<file path="src/rtl/datapath.sv">
// Single-bus 32-bit CPU datapath: 16 GPRs, HI/LO, PC, IR, Y, 64-bit Z, MAR, MDR, in-port, C constant and ALU.
// Define DATAPATH_MULDIV_EN to build the signed multiplier/divider; without it Mul/Div produce 0.
module datapath (
  input  logic        clk,
  input  logic        reset_n,
  input  logic [15:0] gpr_in,
  input  logic [15:0] gpr_out,
  input  logic        hi_in,
  input  logic        lo_in,
  input  logic        hi_out,
  input  logic        lo_out,
  input  logic        pc_in,
  input  logic        pc_out,
  input  logic        ir_in,
  input  logic        z_in,
  input  logic        z_high_out,
  input  logic        z_low_out,
  input  logic        inport_out,
  input  logic        c_out,
  input  logic        y_in,
  input  logic        mar_in,
  input  logic        mdr_in,
  input  logic        mdr_out,
  input  logic        read,
  input  logic [31:0] m_data_in,
  input  logic [3:0]  alu_op,
  input  logic        inc_pc,
  output logic [31:0] bus_data
);

  localparam logic [3:0] OP_AND  = 4'b0000;
  localparam logic [3:0] OP_OR   = 4'b0001;
  localparam logic [3:0] OP_ADD  = 4'b0010;
  localparam logic [3:0] OP_SUB  = 4'b0011;
  localparam logic [3:0] OP_SHR  = 4'b0100;
  localparam logic [3:0] OP_SHL  = 4'b0101;
  localparam logic [3:0] OP_ROR  = 4'b0110;
  localparam logic [3:0] OP_ROL  = 4'b0111;
  localparam logic [3:0] OP_NEG  = 4'b1010;
  localparam logic [3:0] OP_NOT  = 4'b1011;
  localparam logic [3:0] OP_SHRA = 4'b1100;
`ifdef DATAPATH_MULDIV_EN
  localparam logic [3:0] OP_MUL  = 4'b1000;
  localparam logic [3:0] OP_DIV  = 4'b1001;
`endif

  logic [31:0] gpr [16];
  logic [31:0] hi, lo, pc, ir, y, mar, mdr, inport;
  logic [63:0] z;
  logic [31:0] c_value;
  logic [63:0] alu_result;
  logic [31:0] res32;
  logic [4:0]  shamt;
  logic [5:0]  shamt_inv;
  logic        bus_claimed;
  logic        unused_bits;

  assign c_value   = {{13{ir[18]}}, ir[18:0]};
  assign shamt     = bus_data[4:0];
  assign shamt_inv = 6'd32 - {1'b0, shamt};
  // MAR feeds only the external memory address path, and IR[31:19] only the control unit.
  assign unused_bits = ^{mar, ir[31:19]};

  // Priority bus mux: lowest-index GPR wins, then HI, LO, Z_high, Z_low, PC, MDR, InPort, C.
  always_comb begin
    // NOTE: every always_comb output gets a default first so no path leaves it unassigned (no latch).
    bus_data    = '0;
    bus_claimed = 1'b0;
    for (int i = 0; i < 16; i++) begin
      if (!bus_claimed && gpr_out[i]) begin
        bus_data    = gpr[i];
        bus_claimed = 1'b1;
      end
    end
    if (!bus_claimed) begin
      if      (hi_out)     bus_data = hi;
      else if (lo_out)     bus_data = lo;
      else if (z_high_out) bus_data = z[63:32];
      else if (z_low_out)  bus_data = z[31:0];
      else if (pc_out)     bus_data = pc;
      else if (mdr_out)    bus_data = mdr;
      else if (inport_out) bus_data = inport;
      else if (c_out)      bus_data = c_value;
    end
  end

`ifdef DATAPATH_MULDIV_EN
  logic signed [63:0] a_ext, b_ext;
  logic signed [31:0] quot, rem;
`endif

  // ALU: A = Y, B = bus. 32-bit ops zero-extend into the 64-bit result.
  always_comb begin
    res32      = '0;
    alu_result = '0;
`ifdef DATAPATH_MULDIV_EN
    a_ext = {{32{y[31]}}, y};
    b_ext = {{32{bus_data[31]}}, bus_data};
    quot  = '0;
    rem   = '0;
`endif
    if (inc_pc) begin
      alu_result = {32'd0, bus_data + 32'd1};
    end else begin
      case (alu_op)
        OP_AND:  res32 = y & bus_data;
        OP_OR:   res32 = y | bus_data;
        OP_ADD:  res32 = y + bus_data;
        OP_SUB:  res32 = y - bus_data;
        OP_SHR:  res32 = y >> shamt;
        OP_SHL:  res32 = y << shamt;
        OP_ROR:  res32 = (y >> shamt) | (y << shamt_inv);
        OP_ROL:  res32 = (y << shamt) | (y >> shamt_inv);
        OP_NEG:  res32 = 32'd0 - bus_data;
        OP_NOT:  res32 = ~bus_data;
        OP_SHRA: res32 = $signed(y) >>> shamt;
        default: res32 = '0;
      endcase
      alu_result = {32'd0, res32};
`ifdef DATAPATH_MULDIV_EN
      if (alu_op == OP_MUL) begin
        alu_result = a_ext * b_ext;
      end else if (alu_op == OP_DIV) begin
        // Zero divisor yields 0; the one overflowing quotient is pinned explicitly.
        if (bus_data == 32'd0) begin
          alu_result = '0;
        end else if (y == 32'h8000_0000 && bus_data == 32'hFFFF_FFFF) begin
          alu_result = {32'd0, 32'h8000_0000};
        end else begin
          quot       = $signed(y) / $signed(bus_data);
          rem        = $signed(y) % $signed(bus_data);
          alu_result = {rem, quot};
        end
      end
`endif
    end
  end

  always_ff @(posedge clk or negedge reset_n) begin
    if (!reset_n) begin
      // NOTE: the register file is reset like any other register, so it cannot map onto a RAM macro.
      for (int i = 0; i < 16; i++) gpr[i] <= '0;
      hi     <= '0;
      lo     <= '0;
      pc     <= '0;
      ir     <= '0;
      y      <= '0;
      z      <= '0;
      mar    <= '0;
      mdr    <= '0;
      inport <= '0;
    end else begin
      // NOTE: non-blocking loads let a register drive the bus and capture a new value in the same cycle.
      for (int i = 0; i < 16; i++) begin
        if (gpr_in[i]) gpr[i] <= bus_data;
      end
      if (hi_in)  hi  <= bus_data;
      if (lo_in)  lo  <= bus_data;
      if (pc_in)  pc  <= bus_data;
      if (ir_in)  ir  <= bus_data;
      if (y_in)   y   <= bus_data;
      if (z_in)   z   <= alu_result;
      if (mar_in) mar <= bus_data;
      if (mdr_in) mdr <= read ? m_data_in : bus_data;
    end
  end

endmodule

</file>
<file path="config.mk">
export PLATFORM = sky130hd
export DESIGN_NAME = datapath
export DESIGN_NICKNAME = d
export VERILOG_FILES = /design/src/rtl/datapath.sv
export SDC_FILE = /design/constraint.sdc
export NUM_CORES = 2
export LEC_CHECK = 0
export ABC_AREA = 1
export BUFFER_PORTS_ARGS = -buffer_cell sky130_fd_sc_hd__buf_2
export CAP_MARGIN = 20
export CORE_AREA = 2 2 291 293
export CTS_BUF_LIST = sky130_fd_sc_hd__clkbuf_4
export CTS_CLUSTER_SIZE = 20
export DETAILED_ROUTE_END_ITERATION = 10
export DIE_AREA = 0 0 293 295
export PLACE_DENSITY = 0.77
export SYNTH_ARGS = -nofsm -noshare
export SYNTH_HDL_FRONTEND = slang
export SYNTH_SLANG_ARGS = --single-unit
</file>
<file path="constraint.sdc">
create_clock -name clk -period 7.6 [get_ports clk]
set_input_delay 0.76 -clock clk [delete_from_list [all_inputs] [get_ports clk]]
set_output_delay 0.76 -clock clk [all_outputs]
set_load 0.02 [all_outputs]
</file>
==> metrics.md <==
| Metric | Value |
|---|---|
| Post-synthesis compound-gate area fraction | 15.8% |
| Final Cell Area | 50900 µm² |
| CP startpoint kind | register |
| CP Class | reg2reg |
| Gate power share | 38.6% |
| DP HPWL | 137 mm |
| Clk pwr share | 26.0% |
| Via count | 49400 |
| Nets | 7113 |
| Die Y | 295 µm |
| DP Area | 48000 µm² |
| YS warnings | 32 |
| Worst r2r dst | z[30] |
| Post-synth ARST share | 100% |
| Hold Fails Final Rpt | 0 |
| Starting Density | 54.6% |
| Routed Antenna Nets | 0 |
| Largest family of logic cells by synthesized area | simple AND/OR/NAND/NOR gates |
| Largest cells by area after synthesis | dfrtp_1, nand2_1, o21ai_0 |
| Layout cells sized above 1 | 11.9% |
| Clk_lat worst skew | 1.18 ns |
| Die ar. | 86400 µm² |
| Reg power frac | 35.4% |
| #FFs+latches synth | 723 |
| Pre-Repair DR Iteration Count | 8 |
| CP Data Arrival Time | 7.96 ns |
| Largest net degree at the start of global routing | 167 |
| Distinct cells, synth | 60 |
| Worst hold path depth | 3 |
| Synth Area in Simple Gates | 33.5% |
| Slowest CP cell | fa_1 |
| R2R setup slack | 0.65 ns |
| Fill cell count | 7891 |
| Reg2reg path depth | 54 |
| Post-synth top area share | 39.9% |
| Placed Cells | 7763 |
| Root Driver | clkbuf_4 |
| Worst path top cell family by delay | simple AND/OR/NAND/NOR gates |
| Clk_skew | 0.131 ns |
| Leak Pwr | 25.0 nW |
| GPL Wtd Cong | 1.04 |
| First-pass GRT wire length | 288 mm |
| Hold-critical path endpoint | mdr[18] |
| Period Utilization, post-route | 91.5% |
| CTS tree | yes |
| Syn_area_per_cell | 6.77 µm² |
| Outcome | complete, no violations |
| Util after Layout | 61.2% |
| Via density | 6.07 |
| Hold path startpoint | m_data_in[18] |
| Initial antenna violation count | 16 |
| Initial DRC count | 6690 |
| Clk pin slew, worst setup/hold paths | 0.07 ns |
| Port bufs | 117 |
| Commonest non-fill, non-tap cell in the layout | nand2_1 |
| Cell Rows | 106 |
| Congestion Overflow GR | 0 |
| Seq/Total Area, Yosys | 39.9% |
| Crit-path most repeated cell | nand2_1 |
| Slew HR | 21.2% |
| Minimum clock period after layout | 6.95 ns |
| Routed WL | 194 mm |
| # DRC | 0 |
| Synth Area in Adders | 2.82% |
| Syn Nets | 6897 |
| Number of setup violations in the final report | 0 |
| Vias in the first global route | 45300 |
| Die width | 293 µm |
| Fin cells | 8139 |
| Dominant synthesized flop cell | dfrtp_1 |
| RSZ-0062 raised after global routing | false |
| Area Growth Syn to Fin | 12.1% |
| Mapped Area | 45400 µm² |
| Routed length per instance | 23.9 µm |
| Cell Int Power | 7.66 mW |
| Setup WS pre-CTS | -0.0902 ns |
| VDD IR-drop max | 154 µV |
| Mapped Cells | 6708 |
| Gr usage total | 44.7% |
| Ports | 120 |
| Psw | 5.65 mW |
| Switching Fraction | 42.5% |
| Multiplexer area fraction after synthesis | 0.0221% |
| Largest area contributor in the netlist | dfrtp_1 |
| Core ar. | 83200 µm² |
| Post-route worst setup slack | 0.649 ns |
| Worst-margin pin slew | 1.17 ns |
| Slowest stage delay, CP | 0.46 ns |
| Pwr Density | 262 nW/µm² |
| CTS Sinks | 723 |
| Commonest non-fill, non-tap cells in the layout | nand2_1, o21ai_0, dfrtp_1 |
| Buf+Inv Stages, Crit Path | 5 |
| Hold Crit Class | in2reg |
| Bufs on Longest Clock Path | 3 |
| H-tree levels | 4 |
| Critical path required time | 8.61 ns |
| Post-synth EDFFs | 0 |
| CP max FO | 3 |
| CTS Buf Count | 191 |
| Xor and xnor fraction of the mapped netlist area | 0.405% |
| CP Capture Type | register |
| Count of final max-slew check failures | 0 |
| Max Cap Viol | 0 |
| Worst r2r src | gpr[448] |
| Maximum clock rate | 0.144 GHz |
-- cell usage after synthesis (3+ instances only) --
master	n
nand2_1	2304
o21ai_0	853
dfrtp_1	723
nand3_1	660
nor2_1	467
inv_1	370
a21oi_1	322
clkbuf_1	306
ha_1	99
nand4_1	76
buf_2	67
o21ai_1	63
o211ai_1	39
inv_2	37
buf_1	36
or2_2	26
nand2_2	20
nor3_1	19
o22ai_1	17
a211oi_1	14
clkinv_1	13
nor2_2	12
xor2_1	12
a21boi_0	11
buf_6	11
buf_4	10
nand3b_1	9
xnor2_1	9
a31oi_1	8
nor3b_1	7
o2111ai_1	7
o21bai_1	6
o221ai_1	6
or2_0	6
nand2_4	5
nor4_1	5
a21boi_2	4
and3_1	4
nand3_2	4
nor2_4	4
nor2_8	4
nor3_2	4
o31ai_1	4
a21boi_1	3
nand4_4	3
-- power by group through the flow --
stage	Combinational (mW)	Sequential [mW]	Clock [mW]
4_1_cts	4.94	4.69	3.48
5_1_grt	5.51	4.76	3.68
3_5_place_dp	4.90	4.76	0
6_report	5.14	4.71	3.46
2_1_floorplan	2.96	4.68	0
3_3_place_gp	4.85	4.73	0
-- what timing repair did --
item                                   4_1_cts  5_1_grt
hold buffers                                45        0
endpoints found under the hold margin      137        0
buffers inserted                             0        0
setup endpoints to repair                    0        2
gates resized for setup                      0        1
-- worst max-delay path by stage --
stage	start	end	cells past startpoint
after global routing	gpr[448]	z[30]	54
after floorplan	gpr_out[0]	z[31]	52
after global placement	gpr_out[0]	z[30]	52
final	gpr[448]	z[30]	54
after CTS	gpr[448]	z[30]	54
after detailed placement	gpr_out[0]	z[30]	52
-- worst register-to-register path: cells and delay by family, from the launching register on --
family	cells	cell delay (ns)
and+or+nand+nor	39	3.85
AOI/OAI and AO/OA	8	1.38
DFF	1	0.37
adders and majority gates	2	0.67
buffers and inverters	5	0.64
-- flip-flops by register name, indices dropped and copies added (netlist names) --
signal / count
hi: 32
lo: 32
z: 32
gpr: 512
y: 32
mdr: 32
pc: 32
ir: 19
-- stage by stage --
stage / hold slack, ns / TNS, ns / power [mW]
floorplan: 0.445 / 0 / 7.64
global placement: 0.459 / 0 / 9.59
detailed placement: 0.466 / -0.0902 / 9.66
CTS: 0.00690 / 0 / 13.1
global route: 0.0224 / 0 / 14.0
finish: 0.0708 / 0 / 13.3
-- layer usage --
metal	routed length (µm)	track usage, %
met1	77400	61.3
met2	79600	63.3
met3	26200	13.4
met4	11100	24.3
met5	79	0
-- kinds of logic (layout without fill, tap and decap cells) --
group,after synthesis,count (layout)
and+or+nand+nor,3643,3643
AOI/OAI and AO/OA,1367,1367
other,0,14
DFF,723,723
adders and majority gates,101,101
muxes,1,1
xor gates and xnor gates,21,21
buffers and inverters,852,1189
-- area by class of cell --
class | count | area (µm²) | area share [%]
multi-input cells | 5133 | 23900 | 47.0
flip-flops and latches | 723 | 18100 | 35.5
repair buffers | 453 | 3520 | 6.92
clock buffers | 267 | 2000 | 3.94
inverters | 422 | 1590 | 3.13
well taps | 1080 | 1350 | 2.65
clock inverters | 47 | 358 | 0.703
diodes | 14 | 35.0 | 0.0688
No activity file was read; power rests on OpenSTA's default activity.
